**config.mk**
```make
export PLATFORM = sky130hd
export DESIGN_NAME = gldp_decoder_flat
export DESIGN_NICKNAME = d
export VERILOG_FILES = /design/src/rtl/gldp_decoder_if.sv /design/src/rtl/gldp_decoder.sv /design/src/flat_wrapper.sv
export SDC_FILE = /design/constraint.sdc
export NUM_CORES = 1
export LEC_CHECK = 0
export CAP_MARGIN = 10
export CORE_MARGIN = 5
export CORE_UTILIZATION = 36
export CTS_CLUSTER_DIAMETER = 150
export DETAILED_ROUTE_END_ITERATION = 16
export DONT_BUFFER_PORTS = 1
export PLACE_DENSITY = 0.47
export SETUP_SLACK_MARGIN = 0.5
export SLEW_MARGIN = 25
export SYNTH_ARGS = -nofsm -noshare
export SYNTH_HDL_FRONTEND = slang
export SYNTH_SLANG_ARGS = --single-unit
```
**constraint.sdc**
```tcl
create_clock -name clk -period 4.3 [get_ports clk]
set_input_delay 0.43 -clock clk [delete_from_list [all_inputs] [get_ports clk]]
set_output_delay 0.43 -clock clk [all_outputs]
set_load 0.02 [all_outputs]
```
**src/rtl/gldp_decoder_if.sv**
```systemverilog
// Pixel stream, accumulator RAM and gray-level result signals of the GLDP decoder.
// The decoder takes the slave side; the pixel source, RAM and sink take the master side.
interface gldp_decoder_if #(
  parameter int ADDR_W = 17
);
  logic              flm;
  logic              pix_valid;
  logic              pix_bit;
  logic              mem_rd_en;
  logic [ADDR_W-1:0] mem_rd_addr;
  logic [9:0]        mem_rd_data;
  logic              mem_wr_en;
  logic [ADDR_W-1:0] mem_wr_addr;
  logic [9:0]        mem_wr_data;
  logic              gray_valid;
  logic [4:0]        gray_out;
  logic [ADDR_W-1:0] gray_addr;
  logic              locked;
  logic              overrun;

  modport slave (
    input  flm, pix_valid, pix_bit, mem_rd_data,
    output mem_rd_en, mem_rd_addr, mem_wr_en, mem_wr_addr, mem_wr_data,
    output gray_valid, gray_out, gray_addr, locked, overrun
  );

  modport master (
    output flm, pix_valid, pix_bit, mem_rd_data,
    input  mem_rd_en, mem_rd_addr, mem_wr_en, mem_wr_addr, mem_wr_data,
    input  gray_valid, gray_out, gray_addr, locked, overrun
  );
endinterface

```
**src/rtl/gldp_decoder.sv**
```systemverilog
// GLDP temporal decoder: counts the ones in each pixel's 1-bit stream over a 31-frame
// window through an external accumulator RAM and reports the recovered 5-bit level.
module gldp_decoder #(
  parameter int NPIX   = 76800,
  parameter int ADDR_W = 17
) (
  input  logic          clk,
  input  logic          rst_n,
  gldp_decoder_if.slave bus
);

  localparam logic [ADDR_W:0] C_NPIX    = (ADDR_W+1)'(NPIX);
  localparam logic [4:0]      C_FC_LAST = 5'd30;

  typedef enum logic {S_IDLE, S_RUN} state_t;

  state_t            r_state;
  logic [4:0]        r_fc;
  logic [ADDR_W:0]   r_pix_cnt;
  logic              r_locked;
  logic              r_overrun;

  logic              r_s1_valid;
  logic              r_s1_bit;
  logic              r_s1_first;
  logic              r_s1_last;
  logic [ADDR_W-1:0] r_s1_addr;

  logic              r_wr_en;
  logic [ADDR_W-1:0] r_wr_addr;
  logic [9:0]        r_wr_data;
  logic              r_gray_valid;
  logic [4:0]        r_gray_out;
  logic [ADDR_W-1:0] r_gray_addr;

  logic              w_run;
  logic              w_accept;
  logic              w_in_range;
  logic              w_rd_en;
  logic [4:0]        w_fc;
  logic [ADDR_W:0]   w_idx;
  logic [4:0]        w_rd_cnt;
  logic [5:0]        w_cnt6;
  logic [4:0]        w_cnt;
  logic [4:0]        w_lvl;

  // A frame strobe takes effect before a pixel in the same cycle, so the pixel
  // sees the new frame counter and pixel index 0.
  always_comb begin
    w_run      = rst_n && ((r_state == S_RUN) || bus.flm);
    w_fc       = r_fc;
    w_idx      = r_pix_cnt;
    if (bus.flm) begin
      w_fc  = ((r_state == S_IDLE) || (r_fc == C_FC_LAST)) ? 5'd0 : r_fc + 5'd1;
      w_idx = '0;
    end
    w_accept   = w_run && bus.pix_valid;
    w_in_range = (w_idx < C_NPIX);
    w_rd_en    = w_accept && w_in_range;
  end

  always_comb begin
    w_rd_cnt = r_s1_first ? 5'd0 : bus.mem_rd_data[4:0];
    w_cnt6   = {1'b0, w_rd_cnt} + {5'd0, r_s1_bit};
    w_cnt    = w_cnt6[4:0];
    w_lvl    = r_s1_last ? w_cnt : bus.mem_rd_data[9:5];
  end

  always_ff @(posedge clk or negedge rst_n) begin
    if (!rst_n) begin
      r_state   <= S_IDLE;
      r_fc      <= C_FC_LAST;
      r_pix_cnt <= '0;
      r_locked  <= 1'b0;
      r_overrun <= 1'b0;
    end else begin
      if (bus.flm) begin
        if (r_state == S_IDLE) begin
          r_state <= S_RUN;
        end else if (r_fc == C_FC_LAST) begin
          r_locked <= 1'b1;
        end
        r_fc <= w_fc;
      end
      r_pix_cnt <= w_rd_en ? w_idx + {{ADDR_W{1'b0}}, 1'b1} : w_idx;
      if (w_accept && !w_in_range) begin
        r_overrun <= 1'b1;
      end
    end
  end

  // Frame position travels with each pixel so the pipeline drains cleanly across flm.
  always_ff @(posedge clk or negedge rst_n) begin
    if (!rst_n) begin
      r_s1_valid   <= 1'b0;
      r_s1_bit     <= 1'b0;
      r_s1_first   <= 1'b0;
      r_s1_last    <= 1'b0;
      r_s1_addr    <= '0;
      r_wr_en      <= 1'b0;
      r_wr_addr    <= '0;
      r_wr_data    <= '0;
      r_gray_valid <= 1'b0;
      r_gray_out   <= '0;
      r_gray_addr  <= '0;
    end else begin
      r_s1_valid   <= w_rd_en;
      r_s1_bit     <= bus.pix_bit;
      r_s1_first   <= (w_fc == 5'd0);
      r_s1_last    <= (w_fc == C_FC_LAST);
      r_s1_addr    <= w_idx[ADDR_W-1:0];
      r_wr_en      <= r_s1_valid;
      r_wr_addr    <= r_s1_valid ? r_s1_addr : '0;
      r_wr_data    <= r_s1_valid ? {w_lvl, w_cnt} : '0;
      r_gray_valid <= r_s1_valid;
      r_gray_addr  <= r_s1_valid ? r_s1_addr : '0;
      r_gray_out   <= (r_s1_valid && (r_locked || r_s1_last)) ? w_lvl : '0;
    end
  end

  assign bus.mem_rd_en   = w_rd_en;
  assign bus.mem_rd_addr = w_rd_en ? w_idx[ADDR_W-1:0] : '0;
  assign bus.mem_wr_en   = r_wr_en;
  assign bus.mem_wr_addr = r_wr_addr;
  assign bus.mem_wr_data = r_wr_data;
  assign bus.gray_valid  = r_gray_valid;
  assign bus.gray_out    = r_gray_out;
  assign bus.gray_addr   = r_gray_addr;
  assign bus.locked      = r_locked;
  assign bus.overrun     = r_overrun;

  // One increment per frame over 31 frames keeps the count within 5 bits.
  a_cnt_range: assert property (@(posedge clk) disable iff (!rst_n) r_s1_valid |-> !w_cnt6[5]);

endmodule
```
**src/flat_wrapper.sv**
```systemverilog
// flat-port wrapper written by rule: the top's interface ports become plain ports
module gldp_decoder_flat 
#(
  parameter int NPIX   = 76800,
  parameter int ADDR_W = 17
)
  (clk, rst_n, bus_flm, bus_pix_valid, bus_pix_bit, bus_mem_rd_data, bus_mem_rd_en, bus_mem_rd_addr, bus_mem_wr_en, bus_mem_wr_addr, bus_mem_wr_data, bus_gray_valid, bus_gray_out, bus_gray_addr, bus_locked, bus_overrun);
  gldp_decoder_if #(.ADDR_W(ADDR_W)) bus_i ();
  input  logic clk;
  input  logic rst_n;
  input wire logic [$bits(bus_i.flm)-1:0] bus_flm;
  input wire logic [$bits(bus_i.pix_valid)-1:0] bus_pix_valid;
  input wire logic [$bits(bus_i.pix_bit)-1:0] bus_pix_bit;
  input wire logic [$bits(bus_i.mem_rd_data)-1:0] bus_mem_rd_data;
  output wire logic [$bits(bus_i.mem_rd_en)-1:0] bus_mem_rd_en;
  output wire logic [$bits(bus_i.mem_rd_addr)-1:0] bus_mem_rd_addr;
  output wire logic [$bits(bus_i.mem_wr_en)-1:0] bus_mem_wr_en;
  output wire logic [$bits(bus_i.mem_wr_addr)-1:0] bus_mem_wr_addr;
  output wire logic [$bits(bus_i.mem_wr_data)-1:0] bus_mem_wr_data;
  output wire logic [$bits(bus_i.gray_valid)-1:0] bus_gray_valid;
  output wire logic [$bits(bus_i.gray_out)-1:0] bus_gray_out;
  output wire logic [$bits(bus_i.gray_addr)-1:0] bus_gray_addr;
  output wire logic [$bits(bus_i.locked)-1:0] bus_locked;
  output wire logic [$bits(bus_i.overrun)-1:0] bus_overrun;
  assign bus_i.flm = bus_flm;
  assign bus_i.pix_valid = bus_pix_valid;
  assign bus_i.pix_bit = bus_pix_bit;
  assign bus_i.mem_rd_data = bus_mem_rd_data;
  assign bus_mem_rd_en = bus_i.mem_rd_en;
  assign bus_mem_rd_addr = bus_i.mem_rd_addr;
  assign bus_mem_wr_en = bus_i.mem_wr_en;
  assign bus_mem_wr_addr = bus_i.mem_wr_addr;
  assign bus_mem_wr_data = bus_i.mem_wr_data;
  assign bus_gray_valid = bus_i.gray_valid;
  assign bus_gray_out = bus_i.gray_out;
  assign bus_gray_addr = bus_i.gray_addr;
  assign bus_locked = bus_i.locked;
  assign bus_overrun = bus_i.overrun;
  gldp_decoder #(.NPIX(NPIX), .ADDR_W(ADDR_W)) u_core (.clk(clk), .rst_n(rst_n), .bus(bus_i));
endmodule
```
# After elaboration in Yosys (flattened, before gate mapping)

Cells that the tools add are included.

Add/sub/neg operators: 3
Order comparisons: 1
Equal/unequal tests: 2
Muxes and demuxes: 10
Bitwise operators: 1
Reductions and logical operators: 11

Operators by type and width:

| operator                                                                       | count |
|---|---|
| 18-bit 2-to-1 mux                                                              | 2 |
| 17-bit 2-to-1 mux                                                              | 2 |
| 5-bit 2-to-1 mux                                                               | 5 |
| 18-bit by 1-bit adder with 18-bit output, second input constant                | 1 |
| 18-bit by 17-bit less-than comparator with 1-bit output, second input constant | 1 |
| 5-bit == test, second input constant                                           | 2 |
| 10-bit 2-to-1 mux                                                              | 1 |
| 5-bit by 1-bit adder with 5-bit output                                         | 1 |
| 5-bit by 1-bit adder with 5-bit output, second input constant                  | 1 |
| 1-bit logical AND                                                              | 5 |
| 5-bit zero test                                                                | 1 |
| 1-bit logical OR                                                               | 3 |
| 3-bit AND reduction                                                            | 1 |
| 1-bit zero test                                                                | 1 |
| 1-bit inverter                                                                 | 1 |

Register bits after elaboration: 80
Bits of input ports: 15
Output and inout port bits: 71
Word-level logic and storage cells: 42

# Longest topological paths before layout

Gate-level depths: netlist of run 1.

Depth in word-level cells: 5
Depth in mapped cells: 8
Mapped depth without buffers: 7

# Worst setup path before layout of run 1

Ideal clock, no wire load.

Path kind: input port to flip-flop
Start point: input bus_flm
End point: register u_core.r_pix_cnt[10]
Setup time: 124 ps
Data arrival time: 2230 ps
Required time: 4176 ps
Path slack: 1946 ps
Stages: 8
Path buffers: 2
Path through: buf_2 clkbuf_1 nor2b_1 ha_1 nand2_1 or4_1 or4_1 xnor2_1

Elaborated cells on any way between the ends: 8
Classes of those cells: 1 x add/sub; 1 x order compare; 2 x mux; 4 x reduce/logical

RTL lines:

| item                                                    | RTL line           | source |
|---|---|---|
| start: declaration                                      | flat_wrapper.sv:11 | `input wire logic [$bits(bus_i.flm)-1:0] bus_flm;` |
| 18-bit 2-to-1 mux *                                     | gldp_decoder.sv:53 | `if (bus.flm) begin` |
| net u_core.w_idx[1]                                     | gldp_decoder.sv:41 | `logic [ADDR_W:0] w_idx;` |
| 18-bit by 17-bit less-than comparator with 1-bit output | gldp_decoder.sv:58 | `w_in_range = (w_idx < C_NPIX);` |
| 1-bit logical AND                                       | gldp_decoder.sv:59 | `w_rd_en = w_accept && w_in_range;` |
| 18-bit 2-to-1 mux *                                     | gldp_decoder.sv:85 | `r_pix_cnt <= w_rd_en ? w_idx + {{ADDR_W{1'b0}}, 1'b1} : w_idx;` |
| end signal: assignment                                  | gldp_decoder.sv:85 |  |
| end: declaration                                        | gldp_decoder.sv:19 | `logic [ADDR_W:0] r_pix_cnt;` |

The timed path passes the listed nets; every way through them passes the cells marked *.
A chain may end at the register's enable or synchronous reset.

# Worst setup path after layout of run 1

Start point: register u_core.r_state
End point: output bus_mem_rd_addr[0]

Word-level cells in the longest chain between the ends: 5

RTL lines:

| item                     | RTL line            | source |
|---|---|---|
| start: declaration       | gldp_decoder.sv:17  | `state_t r_state;` |
| start signal: assignment | gldp_decoder.sv:71  | `r_state <= S_IDLE;` |
| start signal: assignment | gldp_decoder.sv:79  | `r_state <= S_RUN;` |
| 1-bit logical OR         | gldp_decoder.sv:50  | `w_run = rst_n && ((r_state == S_RUN) \|\| bus.flm);` |
| 1-bit logical AND        | gldp_decoder.sv:50  |  |
| 1-bit logical AND        | gldp_decoder.sv:57  | `w_accept = w_run && bus.pix_valid;` |
| 1-bit logical AND        | gldp_decoder.sv:59  |  |
| net bus_mem_rd_en        | flat_wrapper.sv:15  | `output wire logic [$bits(bus_i.mem_rd_en)-1:0] bus_mem_rd_en;` |
| 17-bit 2-to-1 mux        | gldp_decoder.sv:122 | `assign bus.mem_rd_addr = w_rd_en ? w_idx[ADDR_W-1:0] : '0;` |
| end: declaration         | flat_wrapper.sv:16  | `output wire logic [$bits(bus_i.mem_rd_addr)-1:0] bus_mem_rd_addr;` |

The timed path passes the listed nets, and every way through them passes these cells.

==> results.json, run 1 <==
{
  "die_x_um": 107.0,
  "rows": 35,
  "max-cap-violations": 0,
  "hold_violations": 0,
  "port-buffer-count": 0,
  "grt_max_degree": 81,
  "period_needed_ps": 3071,
  "hold_path.startpoint": "bus_pix_bit",
  "grt_pass1_vias": 1984,
  "relSlewSlack_pct": 55.17,
  "ant_nets": 0,
  "clockRootBuffer": "clkbuf_8",
  "critPathArrivalTime_ps": 2640,
  "syn_inst": 301,
  "slew_violations": 0,
  "synth_adder_area_share_pct": 2.218,
  "setup_violations": 0,
  "rr_startpoint": "u_core.r_state",
  "grt_overflow": 0,
  "muxShareOfSynthArea_pct": 1.220,
  "synth_area_leaders": "dfrtp_1 (56%), buf_4 (4.0%), and2_1 (3.7%)",
  "tns_ps": 0,
  "worstSetupStartpointType": "register",
  "yosys_register_bits": 80,
  "crit_path_top_delay_cell": "nor2_1",
  "cp_top_family": "simple AND/OR/NAND/NOR gates",
  "reg2reg_depth": 5,
  "cp-end-kind": "output port",
  "dr.pass1.iters": 4,
  "detail_route.wl_per_cell_um": 17.39,
  "path_class": "register to output port",
  "clock_latency_ps": 350,
  "fp.coreArea_um2": 9196,
  "wirelength_um": 6972,
  "synth_xor_area_share_pct": 4.399,
  "final_cell_mix": "dfrtp_1 (76), and2_1 (20), nor2b_1 (19), nor2_1 (19)",
  "yosys.area.top_type": "dfrtp_1",
  "synth_seq_area_share_pct": 59.30,
  "clockBufferDepth": 2,
  "start_util_pct": 36.80,
  "viasPerCell": 4.883,
  "io_pins": 86,
  "htree_levels": 3,
  "cp_cell_sequence": "o211ai_1 -> nor2_1 -> nand2_1 -> inv_1 -> ha_1",
  "leakage_nw": 1.744,
  "run_status": "complete, no violations",
  "max_freq_mhz": 325.6,
  "yosysUniqueCellTypes": 46,
  "grt_use_total_pct": 13.03,
  "skew_ps": 13.43,
  "power_density_nw_per_um2": 436.6,
  "die_y_um": 107.0,
  "design.die.area_um2": 11440,
  "max-vdd-ir-drop_mv": 0.1411,
  "fin_crit_sh_pct": 71.42,
  "hp-class": "input port to register",
  "syn-mean-instance-area_um2": 11.24,
  "nFillCells": 913,
  "multi_input_area_um2": 1130,
  "via_count": 1958,
  "required_ps": 3870,
  "yosysWarningCount": 0,
  "path_max_fanout": 14,
  "worst-path-stages": 5,
  "power_mw": 1.566,
  "place.gp.congestion": 0.7847,
  "path_clk_slew_ps": 80,
  "final_common_cell": "dfrtp_1",
  "synth-simple-area-share_pct": 21.77,
  "drtIter0Drc": 98,
  "netlist_area_um2": 3384,
  "synth_ff_type": "dfrtp_1",
  "synth_compound_area_share_pct": 3.771,
  "synth_fp_nets": 322,
  "worst_pin_slew_ps": 670.0,
  "grt_first_pass_wirelength_um": 11210,
  "nets": 306,
  "yosysTopAreaCellShare_pct": 56.19,
  "syn_to_final_growth_pct": 5.952,
  "diodes": 0,
  "worst_path_largest_cell_delay_ps": 560,
  "seqCellArea_um2": 2007,
  "r2r_slack_ps": 1960,
  "critPathLaunch": "u_core.r_state",
  "hpwl_um": 4842,
  "rsz0062_at_grt": "false",
  "clock_sinks": 80,
  "antenna_found_initial": 0,
  "numCtsBuffers": 9,
  "worst-path-buf-inv": 1,
  "async_flop_share_pct": 100.0,
  "layout-drive-gt1-share_pct": 9.655,
  "post-route-drc-count": 0,
  "reg2reg_to": "u_core.r_pix_cnt[0]",
  "cts_resized": 0,
  "crit_end": "bus_mem_rd_addr[0]",
  "synth_edf_count": 0,
  "synth_top_family_by_area": "simple AND/OR/NAND/NOR gates",
  "cts_tree": "done"
}
routing by layer:
metal	track usage (%)	vias up	part of all wire, %
li1	-	947	-
met1	17.39	941	46
met2	18.53	63	44
met3	5.659	7	8.2
met4	5.205	0	1.5
met5	0	-	0
logic make-up (layout without fill, tap and decap cells):
kind of cell    count (synthesis)  count (layout)
xor+xnor                       17              17
fa+ha+maj                       6               6
compound gates                 19              19
flops                          80              80
mux                             4               4
simple gates                  128             128
buf+inv                        47              36
area by class of cell:
class                      instances  share of cell area, %
clock buffer                       9                  3.454
clock inverter                     7                  2.163
inverter                          17                  1.779
multi-input combinational        174                  31.51
sequential                        80                  55.97
tap                              111                  3.873
timing repair buffer               3                  1.256
state kept, by name, summed over array words and instances, names as in the netlist:
name and cells:
u_core.bus.gray_out 5, u_core.bus.locked 1, u_core.bus.mem_wr_addr 17, u_core.bus.mem_wr_data 10, u_core.bus.mem_wr_en 1, u_core.bus.overrun 1
u_core.r_fc 5, u_core.r_pix_cnt 18, u_core.r_s1_addr 17, u_core.r_s1_bit 1, u_core.r_s1_first 1, u_core.r_s1_last 1
u_core.r_s1_valid 1, u_core.r_state 1
cells in the mapped netlist (2+ instances only):
cell type,number
nor4_1,3
clkbuf_1,9
mux2i_1,3
inv_1,16
o21a_1,3
o21ai_0,3
nand4_1,6
o21bai_1,2
ha_1,6
xor2_1,6
a21oi_1,2
buf_2,3
nand2b_1,2
dfrtp_1,76
a31oi_1,3
buf_4,18
and2_1,20
dfstp_2,4
o211ai_1,2
nor3_1,7
nand2_1,16
and3_1,11
nor2b_1,19
xnor2_1,11
nand3_1,9
or4_1,3
nor2_1,19
timing repair:
action,in CTS,in global routing
hold buffers,2,0
buffers inserted,0,0
setup endpoints to repair,0,0
endpoints found under the hold margin,80,0
worst min-delay path by stage:
stage                                      endpoint  slack (ps)  cells past startpoint
after floorplan              u_core.bus.gray_out[0]         130                      0
after global placement    u_core.bus.mem_wr_addr[3]         140                      0
after detailed placement  u_core.bus.mem_wr_addr[3]         140                      0
after CTS                           u_core.r_s1_bit          80                      0
after global routing                u_core.r_s1_bit          60                      0
final                               u_core.r_s1_bit         100                      0
per-stage QoR:
step / worst slack [ps] / cells / hold WS, ps / utilization, % / area, µm²
after detailed placement: 1569 / 383 / 137.6 / 36.39 / 3347
after global routing: 974.9 / 401 / 62.31 / 38.99 / 3586
after global placement: 1683 / 383 / 137.3 / 36.39 / 3347
final: 1229 / 401 / 100.7 / 38.99 / 3586
after floorplan: 1946 / 301 / 134.4 / - / 3385
after CTS: 1176 / 401 / 80.97 / 38.99 / 3586
report_power, final:
part           leakage [nW]  internal (mW)  switching [mW]  total, mW
logic                 0.567         0.0538          0.0806      0.134
clock network        0.0938          0.273           0.292      0.565
registers              1.08          0.805          0.0610      0.866
total                  1.74           1.13           0.434       1.57
Power figures use the tool's default switching activity.
==> run 2: changes to the inputs <==
- PLACE_DENSITY: 0.47 -> 0.49
- clock period: 4.3 -> 2.5 ns (I/O delays scaled with it)
==> results.json, run 2 (same netlist as run 1, synthesis figures left out) <==
{
  "p_sw_share_pct": 26.79,
  "post-route-drc-count": 0,
  "cp-end-kind": "output port",
  "combPwrFrac_pct": 8.7,
  "p_seq_share_pct": 55.5,
  "io_pins": 86,
  "final_cell_mix": "dfrtp_1 (74), and2_1 (20), nor2b_1 (17)",
  "worst_slack_ps": 512.1,
  "detail_route.wl_per_cell_um": 17.54,
  "antenna_found_initial": 0,
  "dp_slack_ps": 513.7,
  "slew_violations": 0,
  "p_clk_share_pct": 35.7,
  "largest_register_ffs": 18,
  "ant_nets": 0,
  "nFillCells": 881,
  "power.switching_mw": 0.7152,
  "layout-drive-gt1-share_pct": 23.13,
  "hpwl_um": 4959,
  "worstSetupStartpointType": "register",
  "run_status": "complete, but fails checks",
  "internal_power_mw": 1.955,
  "via_count": 2078,
  "rsz0062_at_grt": "true",
  "numCtsBuffers": 9,
  "grt_overflow": 0,
  "hold_violations": 80,
  "viasPerCell": 4.971,
  "grt_use_total_pct": 13.31,
  "fin_crit_sh_pct": 79.51,
  "path_clk_slew_ps": 90,
  "seqCellArea_um2": 2009,
  "tns_ps": 0,
  "top_register": "u_core.r_pix_cnt",
  "rr_startpoint": "u_core.r_pix_cnt[1]",
  "period_needed_ps": 1988,
  "critPathArrivalTime_ps": 1740,
  "max_freq_mhz": 503.1,
  "hold_buffers": 4,
  "drtIter0Drc": 125,
  "place.gp.congestion": 0.8069,
  "whs_ps": -409.4,
  "clockBufferDepth": 2,
  "worst_pin_slew_ps": 581.8,
  "fp.coreArea_um2": 9196,
  "clockRootBuffer": "clkbuf_8",
  "path_max_fanout": 8,
  "critPathLaunch": "u_core.r_pix_cnt[13]",
  "dr.pass1.iters": 4,
  "wirelength_um": 7331,
  "die_y_um": 107.0,
  "power_density_nw_per_um2": 688.6,
  "leakage_nw": 1.837,
  "grt_pass1_vias": 2071,
  "relSlewSlack_pct": 61.13,
  "grt_first_pass_wirelength_um": 11590,
  "violations": "negative hold slack",
  "syn_to_final_growth_pct": 14.57,
  "max-vdd-ir-drop_mv": 0.3671,
  "required_ps": 2250,
  "rows": 35,
  "diodes": 0,
  "die_x_um": 107.0,
  "nets": 323,
  "design.die.area_um2": 11440,
  "path_class": "register to output port",
  "hp-class": "input port to async pin",
  "htree_levels": 3,
  "setup_violations": 0,
  "clock_latency_ps": 350,
  "max-cap-violations": 0,
  "final_common_cell": "dfrtp_1",
  "skew_ps": 11.19,
  "cts_tree": "done",
  "grt_max_degree": 83,
  "multi_input_area_um2": 1271,
  "clock_sinks": 80,
  "port-buffer-count": 0,
  "start_util_pct": 36.80
}
run 2: changes by cell type in the layout (fill, tap and decap cells not counted), moves of 3 or more:
cell / delta
and3_1: -9
and3_2: +8
buf_4: +7
buf_6: +7
nor2_1: -7
nor2_4: +7
dlygate4sd3_1: +3
run 2: layout make-up:
cell class | count | share of cell area [%]
Clock inverter | 6 | 1.742
Inverter | 17 | 1.646
Multi-Input combinational cell | 174 | 32.78
Timing Repair Buffer | 20 | 5.131
Clock buffer | 10 | 3.291
Tap cell | 111 | 3.582
Sequential cell | 80 | 51.82
run 2: worst max-delay path, stage by stage (launching register included):
cell and delay (ps):
dfrtp_1 400, a211o_1 330, o21ai_2 170, nand2_2 100, buf_12 170, nor2_4 100, buf_6 120
run 2: metrics by stage:
step                power [mW]  instances  utilization [%]  area (µm²)
floorplan                1.668        301                -        3418
global placement         1.721        394            37.52        3451
detailed placement       1.725        394            37.52        3451
CTS                      2.698        415            40.50        3725
global route             2.805        418            42.16        3877
finish                   2.670        418            42.16        3877
run 2: power by group through the flow:
stage	combinational [mW]	clock (mW)	sequential (mW)
floorplan	0.183	0	1.49
global placement	0.210	0	1.51
detailed placement	0.217	0	1.51
CTS	0.227	0.989	1.48
global route	0.266	1.04	1.50
finish	0.233	0.954	1.48
run 2: layer usage:
metal	track usage, %	part of all wire [%]
met4	6.301	2.0
met1	18.17	45
met5	0	0
met2	20.10	47
met3	2.950	6.3
run 2: final timing paths:
check,endpoint,slack [ps],cells after the start
worst min-delay path,u_core.r_pix_cnt[6],-410,0
worst max-delay path,bus_mem_rd_addr[16],510,6
worst min register to register,u_core.bus.mem_wr_addr[12],460,1
worst max register to register,u_core.r_pix_cnt[10],520,6
min in group clk,u_core.r_s1_addr[5],30,1
max in group asynchronous,u_core.r_fc[3],2670,0
run 2: timing repair:
action | in CTS | in global routing
setup endpoints to repair | 18 | 24
buffers inserted | 1 | 3
hold endpoints to repair | 86 | 80
gates resized for setup | 10 | 37
pin swaps | 0 | 4
